[src/rtl/l2_port_responder.sv]
// L1-to-L2 line port responder: one-entry write-back buffer drained to physical memory in the background.
// Optional build macro L2RESP_FORWARD_EN serves reads that hit the buffered line directly from the buffer.
module l2_port_responder (
    input  logic         clk,
    input  logic         reset,
    input  logic         L2_read,
    input  logic         L2_write,
    input  logic [15:0]  L2_address,
    input  logic [127:0] L2_wdata,
    output logic         L2_resp,
    output logic [127:0] L2_rdata,
    output logic         pmem_read,
    output logic         pmem_write,
    output logic [15:0]  pmem_address,
    output logic [127:0] pmem_wdata,
    input  logic         pmem_resp,
    input  logic [127:0] pmem_rdata
);

    typedef enum logic [1:0] {
        IDLE       = 2'd0,
        RESP       = 2'd1,
        FILL       = 2'd2,
        WAIT_DRAIN = 2'd3
    } state_t;

    state_t         state_r, state_s;
    logic           wb_valid_r, wb_valid_s;
    logic [11:0]    wb_tag_r, wb_tag_s;
    logic [127:0]   wb_data_r, wb_data_s;
    logic [127:0]   rdata_s;
    logic [15:0]    pmem_address_s;
    logic           drain_done_s;
    logic           fill_done_s;
    logic           unused_s;

    // Line offset bits never reach memory.
    assign unused_s     = ^L2_address[3:0];
    // Completion only counts against a request we are actually holding.
    assign drain_done_s = pmem_write & pmem_resp;
    assign fill_done_s  = pmem_read & pmem_resp;

    // Next-state, buffer and read-data decode.
    always_comb begin
        state_s   = state_r;
        wb_tag_s  = wb_tag_r;
        wb_data_s = wb_data_r;
        rdata_s   = L2_rdata;
        if (drain_done_s) begin
            wb_valid_s = 1'b0;
        end else begin
            wb_valid_s = wb_valid_r;
        end

        case (state_r)
            IDLE: begin
                // A drain finishing this very cycle defers the decision by one cycle.
                if (L2_write) begin
                    if (!wb_valid_r) begin
                        wb_valid_s = 1'b1;
                        wb_tag_s   = L2_address[15:4];
                        wb_data_s  = L2_wdata;
                        state_s    = RESP;
                    end else if (drain_done_s) begin
                        state_s = IDLE;
                    end else begin
                        state_s = WAIT_DRAIN;
                    end
                end else if (L2_read) begin
                    if (!wb_valid_r) begin
                        state_s = FILL;
                    end
`ifdef L2RESP_FORWARD_EN
                    else if (wb_tag_r == L2_address[15:4]) begin
                        rdata_s = wb_data_r;
                        state_s = RESP;
                    end
`endif
                    else if (drain_done_s) begin
                        state_s = IDLE;
                    end else begin
                        state_s = WAIT_DRAIN;
                    end
                end else begin
                    state_s = IDLE;
                end
            end
            RESP: begin
                state_s = IDLE;
            end
            FILL: begin
                if (fill_done_s) begin
                    rdata_s = pmem_rdata;
                    state_s = RESP;
                end else begin
                    state_s = FILL;
                end
            end
            WAIT_DRAIN: begin
                if (drain_done_s || !wb_valid_r) begin
                    state_s = IDLE;
                end else begin
                    state_s = WAIT_DRAIN;
                end
            end
            default: begin
                state_s = IDLE;
            end
        endcase

        if (state_s == FILL) begin
            pmem_address_s = {L2_address[15:4], 4'h0};
        end else if (wb_valid_s) begin
            pmem_address_s = {wb_tag_s, 4'h0};
        end else begin
            pmem_address_s = 16'h0000;
        end
    end

    // State, buffer and registered port outputs.
    always_ff @(posedge clk) begin
        if (reset) begin
            state_r      <= IDLE;
            wb_valid_r   <= 1'b0;
            wb_tag_r     <= 12'h000;
            wb_data_r    <= 128'h0;
            L2_resp      <= 1'b0;
            L2_rdata     <= 128'h0;
            pmem_read    <= 1'b0;
            pmem_write   <= 1'b0;
            pmem_address <= 16'h0000;
            pmem_wdata   <= 128'h0;
        end else begin
            state_r      <= state_s;
            wb_valid_r   <= wb_valid_s;
            wb_tag_r     <= wb_tag_s;
            wb_data_r    <= wb_data_s;
            L2_resp      <= (state_s == RESP);
            L2_rdata     <= rdata_s;
            pmem_read    <= (state_s == FILL);
            pmem_write   <= wb_valid_s & (state_s != FILL);
            pmem_address <= pmem_address_s;
            pmem_wdata   <= wb_data_s;
        end
    end

endmodule

[config.mk]
export PLATFORM = sky130hd
export DESIGN_NAME = l2_port_responder
export DESIGN_NICKNAME = d
export VERILOG_FILES = /design/src/rtl/l2_port_responder.sv
export SDC_FILE = /design/constraint.sdc
export NUM_CORES = 1
export LEC_CHECK = 0
export CAP_MARGIN = 10
export CORE_AREA = 2 2 214 216
export CTS_BUF_LIST = sky130_fd_sc_hd__clkbuf_2 sky130_fd_sc_hd__clkbuf_4 sky130_fd_sc_hd__clkbuf_8
export DETAILED_ROUTE_END_ITERATION = 8
export DIE_AREA = 0 0 216 218
export GPL_TIMING_DRIVEN = 1
export MAX_ROUTING_LAYER = met4
export SETUP_SLACK_MARGIN = 0.4
export SYNTH_ARGS = -nofsm -noshare
export SYNTH_HDL_FRONTEND = slang
export SYNTH_SLANG_ARGS = --single-unit
[constraint.sdc]
create_clock -name clk -period 4.9 [get_ports clk]
set_input_delay 0.49 -clock clk [delete_from_list [all_inputs] [get_ports clk]]
set_output_delay 0.49 -clock clk [all_outputs]
set_load 0.005 [all_outputs]
==> impl_metrics.toml, run 1 <==
[status]
status = "finished, final reports clean"

[finish]
multiInputGateArea_um2 = 3710
drive_gt1_frac = 0.0594
fill_cells = 4643
num-nets-final = 2039
design_area_um2 = 16900
regArea_um2 = 5730
area_growth_syn_to_layout_pct = 70.6

[pwr]
clockPowerShare = 0.411
p_leak_nw = 5.88
combPwrFrac = 0.152
peakVddDrop_uv = 313
power_density_nw_per_um2 = 342
p_int_mw = 4.31
swShare = 0.253
power_frac_seq = 0.438
net-switching-power_mw = 1.46

[cts]
postCtsSetupRepairBufs = 0
cts.repair.resized = 0
cts-root-buf = "clkbuf_8"
clock-sinks = 286
clock_path_buffers = 3
htreeDepth = 2
clk_latency_ns = 0.61
cts_tree = "built"
numCtsBuffers = 51
path_clk_slew_ns = 0.06
cts_hold_buf = 0

[sta]
finalCritPeriodShare = 0.532
setup_tns_ns = 0
min_period_ns = 2.61
rsz0062_at_grt = "false"
setup_slack_ns = 2.29
setup_viol_count_final = 0
relSlewSlack = 0.254
hold_viol = 0
worstMarginPinSlew_ns = 1.12
fmax_mhz = 383
slew_viol_final = 0
fin_skew_ns = 0.0165

[die]
row_count = 78
die_y_um = 218
core_area_um2 = 44900
fp.dieW_um = 216
start_util = 0.221
ios = 552
dieArea_um2 = 47100

[drt]
wl_met3_um = 2830
wl_per_cell_um = 15.3
viasPerCell = 4.23
met2_wirelength_um = 17800
drcViolationCount = 0
wl_met1_um = 15200
drt_iter0_markers = 460
vias = 10200
firstDrtPassIters = 4
drtAntennaViolNets = 0
routed_wirelength_um = 36800
top_layer = "met4"

[worst_setup_path]
arrival_ns = 3.13
r2r_slack_ns = 2.29
cp_max_fo = 87
end_kind = "flop"
worst-path-buf-inv = 1
crit_chain = "or4b_4, buf_4, nand2_1, a21oi_1"
slowest_delay_ns = 0.80
crit_type = "reg2reg"
cp_slowest_cell = "buf_4"
path_delay_family = "buffers and inverters"
worst_setup_path_start_kind = "flop"
required_ns = 5.42

[grt]
grt_pass1_wl_um = 54500
grt_pass1_vias = 9752
grt_use_total = 0.152
grt_antenna_before_repair = 1
grt.overflow.total = 0
grt_max_degree = 141

[synth]
synthDistinctLibCells = 29
synth-main-ff-cell = "dfxtp_1"
synthCells = 1254
async_reset_ff_frac = 0
netlist.area_leader.share = 0.578
synth-edff-count = 0
syn_area_um2 = 9910
synth.avg_cell_area_um2 = 7.90
seq_area_frac_synth = 0.578
ys_ff_latch = 286
yosysTopAreaCell = "dfxtp_1"
synth_top_cells_by_area = "dfxtp_1 58%, nand2_1 20%, a21oi_1 14%"
yosysWarnings = 0

[run]
drv_cap = 0

[placement]
dpl.hpwl_um = 26000
gp_congestion = 0.852
port_buffers = 543
dpl_cell_area_um2 = 15800
dp_slack_ns = 1.88

[min_path]
hold_path.class = "in2reg"
==> final timing paths <==
path,endpoint,cells after the start,from
worst max-delay path,wb_data_r[110],4,state_r[1]
worst min-delay path,L2_rdata[6],3,pmem_rdata[6]
worst min register to register,L2_rdata[43],2,L2_rdata[43]
worst max register to register,wb_data_r[110],4,state_r[1]
==> state kept, by name (all words and copies together) (netlist names) <==
signal and flops:
pmem_write 1, state_r 2, wb_valid_r 1, pmem_read 1
L2_resp 1, L2_rdata 128, wb_data_r 128, pmem_address 12
wb_tag_r 12
==> through the flow <==
stage	cells	hold slack, ns	total power, mW	utilization
final	2401	0.425	5.78	0.377
after global routing	2401	0.377	6.07	0.377
after CTS	2400	0.359	5.88	0.377
after detailed placement	2309	0.445	3.46	0.352
after global placement	2309	0.441	3.45	0.352
after floorplan	1257	0.436	2.90	-
==> cells by family (layout without fill, tap and decap cells) <==
kind of cell,count (synthesis),after routing,synth area share
AND/OR/NAND/NOR,553,553,0.214
other,1,5,0.000378
multiplexers,2,2,0.00215
flip-flops,286,286,0.578
buffers and inverters,123,666,0.0523
AO/OA/AOI/OAI,289,289,0.153
==> layout make-up <==
type | count | area share
Timing Repair Buffer | 551 | 0.327
Clock inverter | 10 | 0.00496
Inverter | 24 | 0.00533
Antenna cell | 1 | 0.000148
Tap cell | 600 | 0.0444
Sequential cell | 286 | 0.339
Clock buffer | 81 | 0.0604
Multi-Input combinational cell | 848 | 0.219
==> cell usage in the layout (no fill, tap or decap), types with 2 or more instances in the layout <==
master,synthesis,routed
a21oi_1,270,269
a32o_1,2,2
buf_12,0,2
buf_4,4,6
clkbuf_4,0,15
clkbuf_8,0,67
clkdlybuf4s50_1,0,542
clkinv_2,0,6
clkinvlp_4,0,2
conb_1,1,4
dfxtp_1,286,286
inv_1,24,24
nand2_1,539,539
nand2b_1,2,2
nor2b_1,4,4
o32ai_1,12,12
==> metal layers <==
layer,vias to the layer above,GRT usage
met2,378,0.250
met1,4681,0.173
li1,5040,-
met5,-,-
met4,0,0.0527
met3,65,0.0491
==> worst register-to-register path, stage by stage (launching register included) <==
cell and delay [ns]:
dfxtp_1 0.62, or4b_4 0.67, buf_4 0.83, nand2_1 0.24
a21oi_1 0.18
==> synthesized netlist by cell type (all sizes together) (2+ instances only) <==
cell type,count
nor2b,4
dfxtp,286
a32o,2
inv,24
o32ai,12
buf,24
nand2b,2
a21oi,270
nand2,539
clkbuf,75
==> power groups by stage <==
stage	Combinational [mW]	Clock, mW	Sequential [mW]
2_1_floorplan	0.322	0	2.58
5_1_grt	0.953	2.57	2.54
4_1_cts	0.889	2.46	2.53
6_report	0.875	2.37	2.53
3_5_place_dp	0.884	0	2.58
3_3_place_gp	0.880	0	2.57
Power figures use the tool's default switching activity.
==> run 2: changes to the inputs <==
CORE_AREA = 2 2 215 217   (was 2 2 214 216)
DIE_AREA = 0 0 217 219   (was 0 0 216 218)
clock period = 2.5 ns   (was 4.9 ns; I/O delays follow)
==> run 2 against run 1 <==
  * Core utilization up 0.28 points
  * Routed wire length up 3.2%
  * Setup slack lost 1.7 ns
  * Total power increased by 97%
  * Die area up 0.92%
  * Final cell count is 0.50% higher
  * Critical path type unchanged
  * Highest routed layer unchanged
==> impl_metrics.toml, run 2 (synthesis results as in run 1) <==
[drt]
drt_iter0_markers = 411
wl_met3_um = 3030
drcViolationCount = 0
wl_met1_um = 15200
met2_wirelength_um = 18300
drtAntennaViolNets = 0
top_layer = "met4"
vias = 10200
firstDrtPassIters = 4
routed_wirelength_um = 38000
viasPerCell = 4.23
wl_per_cell_um = 15.7

[pwr]
finalPower_mw = 11.4
peakVddDrop_uv = 405
power_density_nw_per_um2 = 666
p_leak_nw = 5.99

[sta]
setup_viol_count_final = 0
worstMarginPinSlew_ns = 0.793
setup_tns_ns = 0
slew_viol_final = 0
relSlewSlack = 0.471
finalCritPeriodShare = 0.760
fmax_mhz = 527
hold_viol = 0
fin_skew_ns = 0.0243
rsz0062_at_grt = "false"
min_period_ns = 1.90

[finish]
top_regs = "L2_rdata: 128 flops, wb_data_r: 128 flops"
num-nets-final = 2053
area_growth_syn_to_layout_pct = 72.6
design_area_um2 = 17100
antennaDiodeCount = 0
final_common_cell = "clkdlybuf4s50_1"
final_cell_mix = "542 x clkdlybuf4s50_1, 539 x nand2_1, 286 x dfxtp_1"
stdcell_count = 2413
drive_gt1_frac = 0.0673

[grt]
grt_pass1_wl_um = 55000
grt_max_degree = 145
grt_use_total = 0.152
grt_antenna_before_repair = 2
grt_pass1_vias = 9973
grt.overflow.total = 0

[die]
row_count = 78
die_y_um = 219
core_area_um2 = 45100
start_util = 0.220
dieArea_um2 = 47500
fp.dieW_um = 217
ios = 552

[cts]
numCtsBuffers = 51
htreeDepth = 2
clock-sinks = 286
cts_tree = "built"
cts-root-buf = "clkbuf_8"
clk_latency_ns = 0.59
clock_path_buffers = 3
path_clk_slew_ns = 0.06
postCtsSetupRepairBufs = 0

[status]
status = "finished, final reports clean"

[worst_setup_path]
cp_max_fo = 12
arrival_ns = 2.33
worst_setup_path_start_kind = "flop"
crit_type = "reg2reg"
required_ns = 2.93
end_kind = "flop"

[placement]
dp.cells = 2322
port_buffers = 543
gp_congestion = 0.856
dpl_cell_area_um2 = 16000
dpl.hpwl_um = 26600

[run]
drv_cap = 0

[min_path]
hold_path.class = "in2reg"
## run 2: power by group
group / internal, mW / total, mW / leakage [nW] / switching [mW]
combinational: 0.994 / 1.78 / 3.07 / 0.789
sequential: 4.82 / 4.96 / 2.32 / 0.140
clock: 2.74 / 4.66 / 0.594 / 1.92
## run 2: stage by stage
step / hold slack [ns] / utilization / setup WS (ns)
2_1_floorplan: 0.385 / - / 0.773
3_3_place_gp: 0.441 / 0.355 / 0.121
3_5_place_dp: 0.446 / 0.355 / 0.0938
4_1_cts: 0.123 / 0.379 / 0.539
5_1_grt: 0.141 / 0.379 / 0.457
6_report: 0.161 / 0.379 / 0.601
## run 2: repair_timing
item,4_1_cts,5_1_grt
endpoints found under the hold margin,0,0
setup endpoints to repair,12,3
gates cloned,0,1
hold buffers,0,0
resized for setup,1,1
pin swaps,0,1
## run 2: metal layers
| metal | global-route usage | vias to the layer above |
|---|---|---|
| li1 | - | 5067 |
| met1 | 0.168 | 4630 |
| met4 | 0.0733 | 0 |
| met5 | - | - |
| met2 | 0.251 | 414 |
| met3 | 0.0462 | 91 |
## run 2: area by class of cell
cell class,count,area [um^2]
Clock buffer,84,1050
Clock inverter,6,62.6
Inverter,24,90.1
Tap cell,600,751
Sequential cell,286,5730
Timing Repair Buffer,564,5710
Fill cell,4670,28000
Multi-Input combinational cell,849,3720
## run 2: final timing paths
kind	startpoint	to	slack, ns	cells after the start
worst max-delay path	state_r[1]	pmem_address[14]	0.60	5
worst min-delay path	reset	state_r[0]	0.16	2
worst max register to register	state_r[1]	pmem_address[14]	0.60	5
worst min register to register	wb_data_r[65]	wb_data_r[65]	0.45	2
## run 2: worst max-delay path, stage by stage, from the launching register on
cell and delay, ns:
dfxtp_1 0.47, buf_4 0.24, nand2_1 0.07, o221ai_1 0.30
a221o_2 0.48, o32ai_1 0.16
